<file path="config.mk">
export PLATFORM = sky130hd
export DESIGN_NAME = bcd_run_ctrl
export DESIGN_NICKNAME = d
export VERILOG_FILES = /design/src/rtl/bcd_run_ctrl.sv
export SDC_FILE = /design/constraint.sdc
export NUM_CORES = 1
export LEC_CHECK = 0
export BUFFER_PORTS_ARGS = -buffer_cell sky130_fd_sc_hd__buf_4
export CAP_MARGIN = 10
export CORE_UTILIZATION = 58
export CTS_BUF_LIST = sky130_fd_sc_hd__clkbuf_8
export CTS_CLUSTER_DIAMETER = 100
export CTS_CLUSTER_SIZE = 14
export DETAILED_ROUTE_END_ITERATION = 10
export PLACE_DENSITY = 0.76
export SYNTH_ARGS = -nofsm -noshare
export SYNTH_HDL_FRONTEND = slang
export SYNTH_SLANG_ARGS = --single-unit
</file>
<file path="constraint.sdc">
create_clock -name clk -period 2.48 [get_ports clk]
set_input_delay 0.124 -clock clk [delete_from_list [all_inputs] [get_ports clk]]
set_output_delay 0.124 -clock clk [all_outputs]
set_load 0.005 [all_outputs]
</file>
<file path="src/rtl/bcd_run_ctrl.sv">
// Run/stop/clear sequencer for the two-digit BCD counter: edge-detects the
// debounced buttons, prescales clk into count ticks and halts at the terminal value.
module bcd_run_ctrl #(
  parameter int TICK_DIV = 50000000,
  parameter int DIV_W    = 26
) (
  input  logic       clk,
  input  logic       rst_n,
  input  logic       btn_ss,
  input  logic       btn_clr,
  input  logic       cnt_max,
  output logic       cnt_en,
  output logic       cnt_clr,
  output logic       running,
  output logic [1:0] state
);

  typedef enum logic [1:0] {
    IDLE  = 2'b00,
    RUN   = 2'b01,
    PAUSE = 2'b10,
    DONE  = 2'b11
  } state_t;

  localparam logic [DIV_W-1:0] DIV_LAST = DIV_W'(TICK_DIV - 1);
  localparam logic [DIV_W-1:0] DIV_ONE  = DIV_W'(1);

  state_t           state_q, state_d;
  logic             ss_q, clr_q;
  logic             ss_rise, clr_rise, tick;
  logic [DIV_W-1:0] div_cnt, div_d;
  logic             cnt_en_d, cnt_clr_d;

  assign ss_rise  = btn_ss & ~ss_q;
  assign clr_rise = btn_clr & ~clr_q;
  assign tick     = (state_q == RUN) && (div_cnt == DIV_LAST);

  // History resets high so a button held across reset release is not an event.
  always_ff @(posedge clk or negedge rst_n) begin
    if (!rst_n) begin
      ss_q  <= 1'b1;
      clr_q <= 1'b1;
    end else begin
      ss_q  <= btn_ss;
      clr_q <= btn_clr;
    end
  end

  always_ff @(posedge clk or negedge rst_n) begin
    if (!rst_n) begin
      state_q <= IDLE;
      div_cnt <= '0;
      cnt_en  <= 1'b0;
      cnt_clr <= 1'b0;
    end else begin
      state_q <= state_d;
      div_cnt <= div_d;
      cnt_en  <= cnt_en_d;
      cnt_clr <= cnt_clr_d;
    end
  end

  // Clear outranks everything; in RUN a stop press outranks reaching DONE.
  always_comb begin
    state_d   = state_q;
    div_d     = div_cnt;
    cnt_en_d  = 1'b0;
    cnt_clr_d = 1'b0;
    if (clr_rise) begin
      state_d   = IDLE;
      div_d     = '0;
      cnt_clr_d = 1'b1;
    end else begin
      case (state_q)
        IDLE: begin
          div_d = '0;
          if (ss_rise) state_d = RUN;
        end
        RUN: begin
          div_d = tick ? '0 : div_cnt + DIV_ONE;
          if (tick && !cnt_max) cnt_en_d = 1'b1;
          if (ss_rise)                state_d = PAUSE;
          else if (tick && cnt_max)   state_d = DONE;
        end
        PAUSE: begin
          if (ss_rise) state_d = RUN;
        end
        DONE: begin
          div_d = '0;
        end
        default: begin
          state_d = IDLE;
          div_d   = '0;
        end
      endcase
    end
  end

  assign running = (state_q == RUN);
  assign state   = state_q;

endmodule

</file>
### Word level (Yosys, flattened, before mapping)

Index checks and enable logic that the tools add are counted.

* input bits: 5
* register bits: 32

* reduce and logical (&&, ||, !) cells: 10
* eq/ne operators: 6
* muxes and demuxes: 12
* add/subtract/negate cells: 1
* bitwise logic cells: 4

Operators by type and width (count)
* two-way mux 26 bit: 2
* one-hot mux 26 bit (2 select lines): 1
* adder 26 x 1 -> 26 bit, second input constant: 1
* equality test 26 bit, second input constant: 1
* two-way mux 2 bit: 4
* nonzero test 3 bit: 2
* equality test 2 bit, second input constant: 2
* two-way mux 1 bit: 4
* != test 4 x 1 -> 1 bit, second input constant: 1
* one-hot mux 2 bit (2 select lines): 1
* OR reduction 2 bit: 2
* logical AND 1 bit: 3
* != test 3 x 1 -> 1 bit, second input constant: 1
* AND reduction 3 bit: 1
* bitwise AND 1 bit: 2
* equality test 2 x 1 -> 1 bit, second input constant: 1
* logical NOT 2 bit: 1
* NOT 1 bit: 2
* logical NOT 1 bit: 1

### Longest topological paths before layout

* depth after elaboration: 7
* gate-level depth with buffers: 8

### Worst setup path before layout

No wires, ideal clock.

* path type: reg-to-reg
* start point: register state_q[1] (netlist: state[1])
* end point: register div_cnt[20]
* setup slack: 0.610 ns
* data arrival time: 1.788 ns
* data required time: 2.398 ns
* library setup time: 0.082 ns
* buffers on the path: 0
* stages on the path, launching flop included: 8
* cell sequence: dfrtp_1 > inv_1 > ha_1 > and3b_1 > and4_4 > a21oi_4 > or3b_1 > a31oi_1

* longest elaborated chain between the ends: 5

Ends and longest elaborated chain
* from (decl): line 28 `state_t state_q, state_d;`
* from (signal assigned): line 56 `state_q <= state_d;`
* equality test 2 x 1 -> 1 bit (*)
* named net running: line 14 `output logic running,`
* logical AND 1 bit: line 36 `assign tick = (state_q == RUN) && (div_cnt == DIV_LAST);`
* two-way mux 26 bit: line 80 `div_d = tick ? '0 : div_cnt + DIV_ONE;`
* one-hot mux 26 bit (2 select lines): line 74 `case (state_q)`
* two-way mux 26 bit: line 69 `if (clr_rise) begin`
* to (signal assigned): line 57 `div_cnt <= div_d;`
* to (decl): line 31 `logic [DIV_W-1:0] div_cnt, div_d;`

The timed path passes the listed nets; every way through them passes the cells marked *.
A chain may end at the register's enable or synchronous reset.

### Final worst setup path

* start point: register state_q[1] (netlist: state[1])
* end point: register div_cnt[20]

* longest elaborated chain between the ends: 5

Ends and longest elaborated chain (line)
* equality test 2 x 1 -> 1 bit: 36, 74
* logical AND 1 bit: 36
* two-way mux 26 bit: 80
* one-hot mux 26 bit (2 select lines): 74
* two-way mux 26 bit: 69

Several ways; a longest one is shown, not always the timed one.

==> impl_metrics.csv <==
group,metric,value,unit
floorplanning,io_pins,10,
detailed_routing,drtAntennaViolNets,0,
yosys,synth.distinct_cells,46,
global_routing,track_usage,0.2710,
floorplanning,die_x,58.28,um
timing,rsz0062_at_grt,"false",
global_routing,grt_pass1_vias,1516,
global_routing,busiest_layer,"met2",
yosys,netlist.area_leader.share,0.4087,
yosys,ys_warn_count,0,
clocking,cts_sinks,32,
floorplanning,fp.dieH,58.28,um
detailed_routing,routed_via_density,6.140,
global_routing,grtUsageMet1,0.3558,
finish,nFillCells,226,
timing,hold_viol,0,
placed_design,gp_routability_congestion,0.8583,
yosys,synthCells,189,
power_and_ir_drop,p_per_area,799.3,mW/mm^2
power_and_ir_drop,ir_worst_vdd,512.7,uV
detailed_routing,postRouteWirelength,4.011,mm
global_routing,grt_util_met2,0.4368,
yosys,ys_ff_latch,32,
clocking,htreeDepth,2,
critical_path,crit_path_end_kind,"flop",
global_routing,antenna_found_initial,0,
timing,period_share,0.8965,
critical_path,critPathLaunchType,"flop",
finish,antenna_cells,0,
power_and_ir_drop,p_leak,0.8971,nW
finish,nNetsFinal,216,
yosys,synth_flop_cell,"dfrtp_1",
critical_path,crit_arrival,2.42,ns
timing,report.final.slew_viol_count,0,
clocking,cts_resized,0,
finish,synthToLayoutAreaGrowth,12.33,%
timing,worst_pin_slew,0.4849,ns
floorplanning,core_area,0.003028,sq mm
critical_path,r2r_cells,7,
yosys,seq_area_frac_synth,0.4373,
global_routing,grt_pass1_wl,6.920,mm
placed_design,numPortBuffers,9,
clocking,cts_tree,"built",
clocking,cts_buffer_depth,2,
yosys,syn_area_per_cell,9.718,sq um
timing,timing.slew.headroom,0.6764,
flow_run,maxCapViolations,0,
finish,final_cell_mix,"dfrtp_1 (30), nand2_1 (18), nor2_1 (13)",
global_routing,grt_max_degree,33,
detailed_routing,drc,0,
yosys,synthArstFlopShare,1.000,
yosys,syn-num-nets,200,
floorplanning,die-area,0.003396,sq mm
global_routing,grtUsageMet3,0.04688,
floorplanning,initial_core_util,0.6066,
timing,fin_skew,0.004492,ns
timing,setup_viol,0,
yosys,syn_area,0.001837,sq mm
yosys,synth_top_area_cell,"dfrtp_1",
timing,timing.hold.ws,0.008655,ns
finish,layout_commonest_cell,"dfrtp_1",
yosys,synth_edf_count,0,
finish,drive_above_1_share,0.1699,
detailed_routing,drt_iter0_drc,75,
timing,fin_crit,2.223,ns
hold_path,hold_path_class,"in -> reg",
detailed_routing,firstDrtPassIters,4,
clocking,clk_pin_slew,0.06,ns
hold_path,hold_depth,2,
detailed_routing,vias,1535,
outcome,status,"complete, no violations",
detailed_routing,wl_per_cell,16.04,um
yosys,ys_top_cells_by_area,"dfrtp_1 (41%), xor2_1 (4.3%), ha_1 (4.1%)",
placed_design,dp_hpwl,2.773,mm
clocking,clk_latency,0.28,ns
critical_path,critPathRequiredTime,2.68,ns
timing,fmax,449.8,MHz
power_and_ir_drop,p_total,1.649,mW
clocking,numCtsBuffers,5,
global_routing,grt_overflow,0,
critical_path,crit_type,"reg -> reg",
clocking,root_buffer,"clkbuf_8",
timing,setup_tns,0,ns
floorplanning,rows,20,
critical_path,critPathMaxFanout,18,
==> sequential cells by signal, summed over array words and instances (netlist names) <==
name,count
div_cnt,26
ss_q,1
cnt_clr,1
cnt_en,1
state,2
clr_q,1
==> cell families after synthesis <==
family / count (synthesis) / share of synthesized area
DFF: 32 / 0.4373
buffers and inverters: 10 / 0.02861
muxes: 2 / 0.01158
adders and majority gates: 6 / 0.04087
AOI/OAI and AO/OA: 37 / 0.1383
xor gates and xnor gates: 10 / 0.04769
and+or+nand+nor: 92 / 0.2956
==> metal layers <==
layer | vias up | part of all wire
li1 | 728 | -
met1 | 763 | 0.45
met2 | 40 | 0.50
met3 | 4 | 0.039
met4 | 0 | 0.0070
met5 | - | 0
==> repair_timing <==
item / CTS / global route
hold buffers: 3 / 0
setup buffers: 0 / 0
hold endpoints to repair: 32 / 0
==> metrics by stage <==
| stage | instance area (sq um) | utilization | setup WS [ns] | instances |
|---|---|---|---|---|
| 3_3_place_gp | 1941 | 0.6409 | 0.3313 | 239 |
| 5_1_grt | 2063 | 0.6814 | 0.09075 | 250 |
| 2_1_floorplan | 1837 | - | 0.6104 | 189 |
| 3_5_place_dp | 1941 | 0.6409 | 0.3029 | 239 |
| 6_report | 2063 | 0.6814 | 0.2567 | 250 |
| 4_1_cts | 2063 | 0.6814 | 0.2859 | 250 |
==> power breakdown <==
part	internal (mW)	switching (mW)	total, mW
Clock	0.221	0.192	0.413
Sequential	0.562	0.0517	0.614
Combinational	0.224	0.398	0.623
==> final timing paths <==
path / slack (ns) / startpoint / end
min in group asynchronous: 0.32 / rst_n / cnt_clr$_DFF_PN0_
worst min-delay path: 0.009 / cnt_max / cnt_en$_DFF_PN0_
worst max-delay path: 0.26 / state[1]$_DFFE_PN0P_ / div_cnt[20]$_DFFE_PN0P_
worst max register to register: 0.26 / state[1]$_DFFE_PN0P_ / div_cnt[20]$_DFFE_PN0P_
worst min register to register: 0.50 / div_cnt[25]$_DFFE_PN0P_ / div_cnt[25]$_DFFE_PN0P_
max in group asynchronous: 1.84 / rst_n / clr_q$_DFF_PN1_
==> worst max-delay path, stage by stage (launching register included) <==
cell and delay [ns]:
dfrtp_1 0.46, inv_1 0.10, ha_1 0.23, and3b_1 0.19, and4_4 0.21, a21oi_4 0.40, or3b_1 0.39, a31oi_1 0.17
==> layout make-up <==
type                       instances  area, sq um  area share
tap                               44        55.05     0.02668
timing repair buffer              14        112.6     0.05458
sequential                        32        803.3      0.3893
multi-input combinational        147        980.9      0.4754
clock buffer                       6        82.58     0.04002
inverter                           5        18.77    0.009096
clock inverter                     2        10.01    0.004851
==> cells in the mapped netlist, types with 2 or more instances <==
library cell	instances
ha_1	6
and2_1	3
clkbuf_1	2
and4_2	3
or3b_1	2
a21oi_1	6
a31oi_1	10
o31ai_1	2
and3_1	9
inv_1	5
or3_1	3
xor2_1	9
nand3_1	12
nor4b_1	2
nor2_2	2
nand2_1	18
dfstp_2	2
o21ai_0	9
and4_1	4
nand4_1	7
dfrtp_1	30
buf_4	2
nand2b_1	4
o22ai_1	2
nor2_1	13
nor3_1	2
Note: power is estimated with default switching activity, not from simulation.
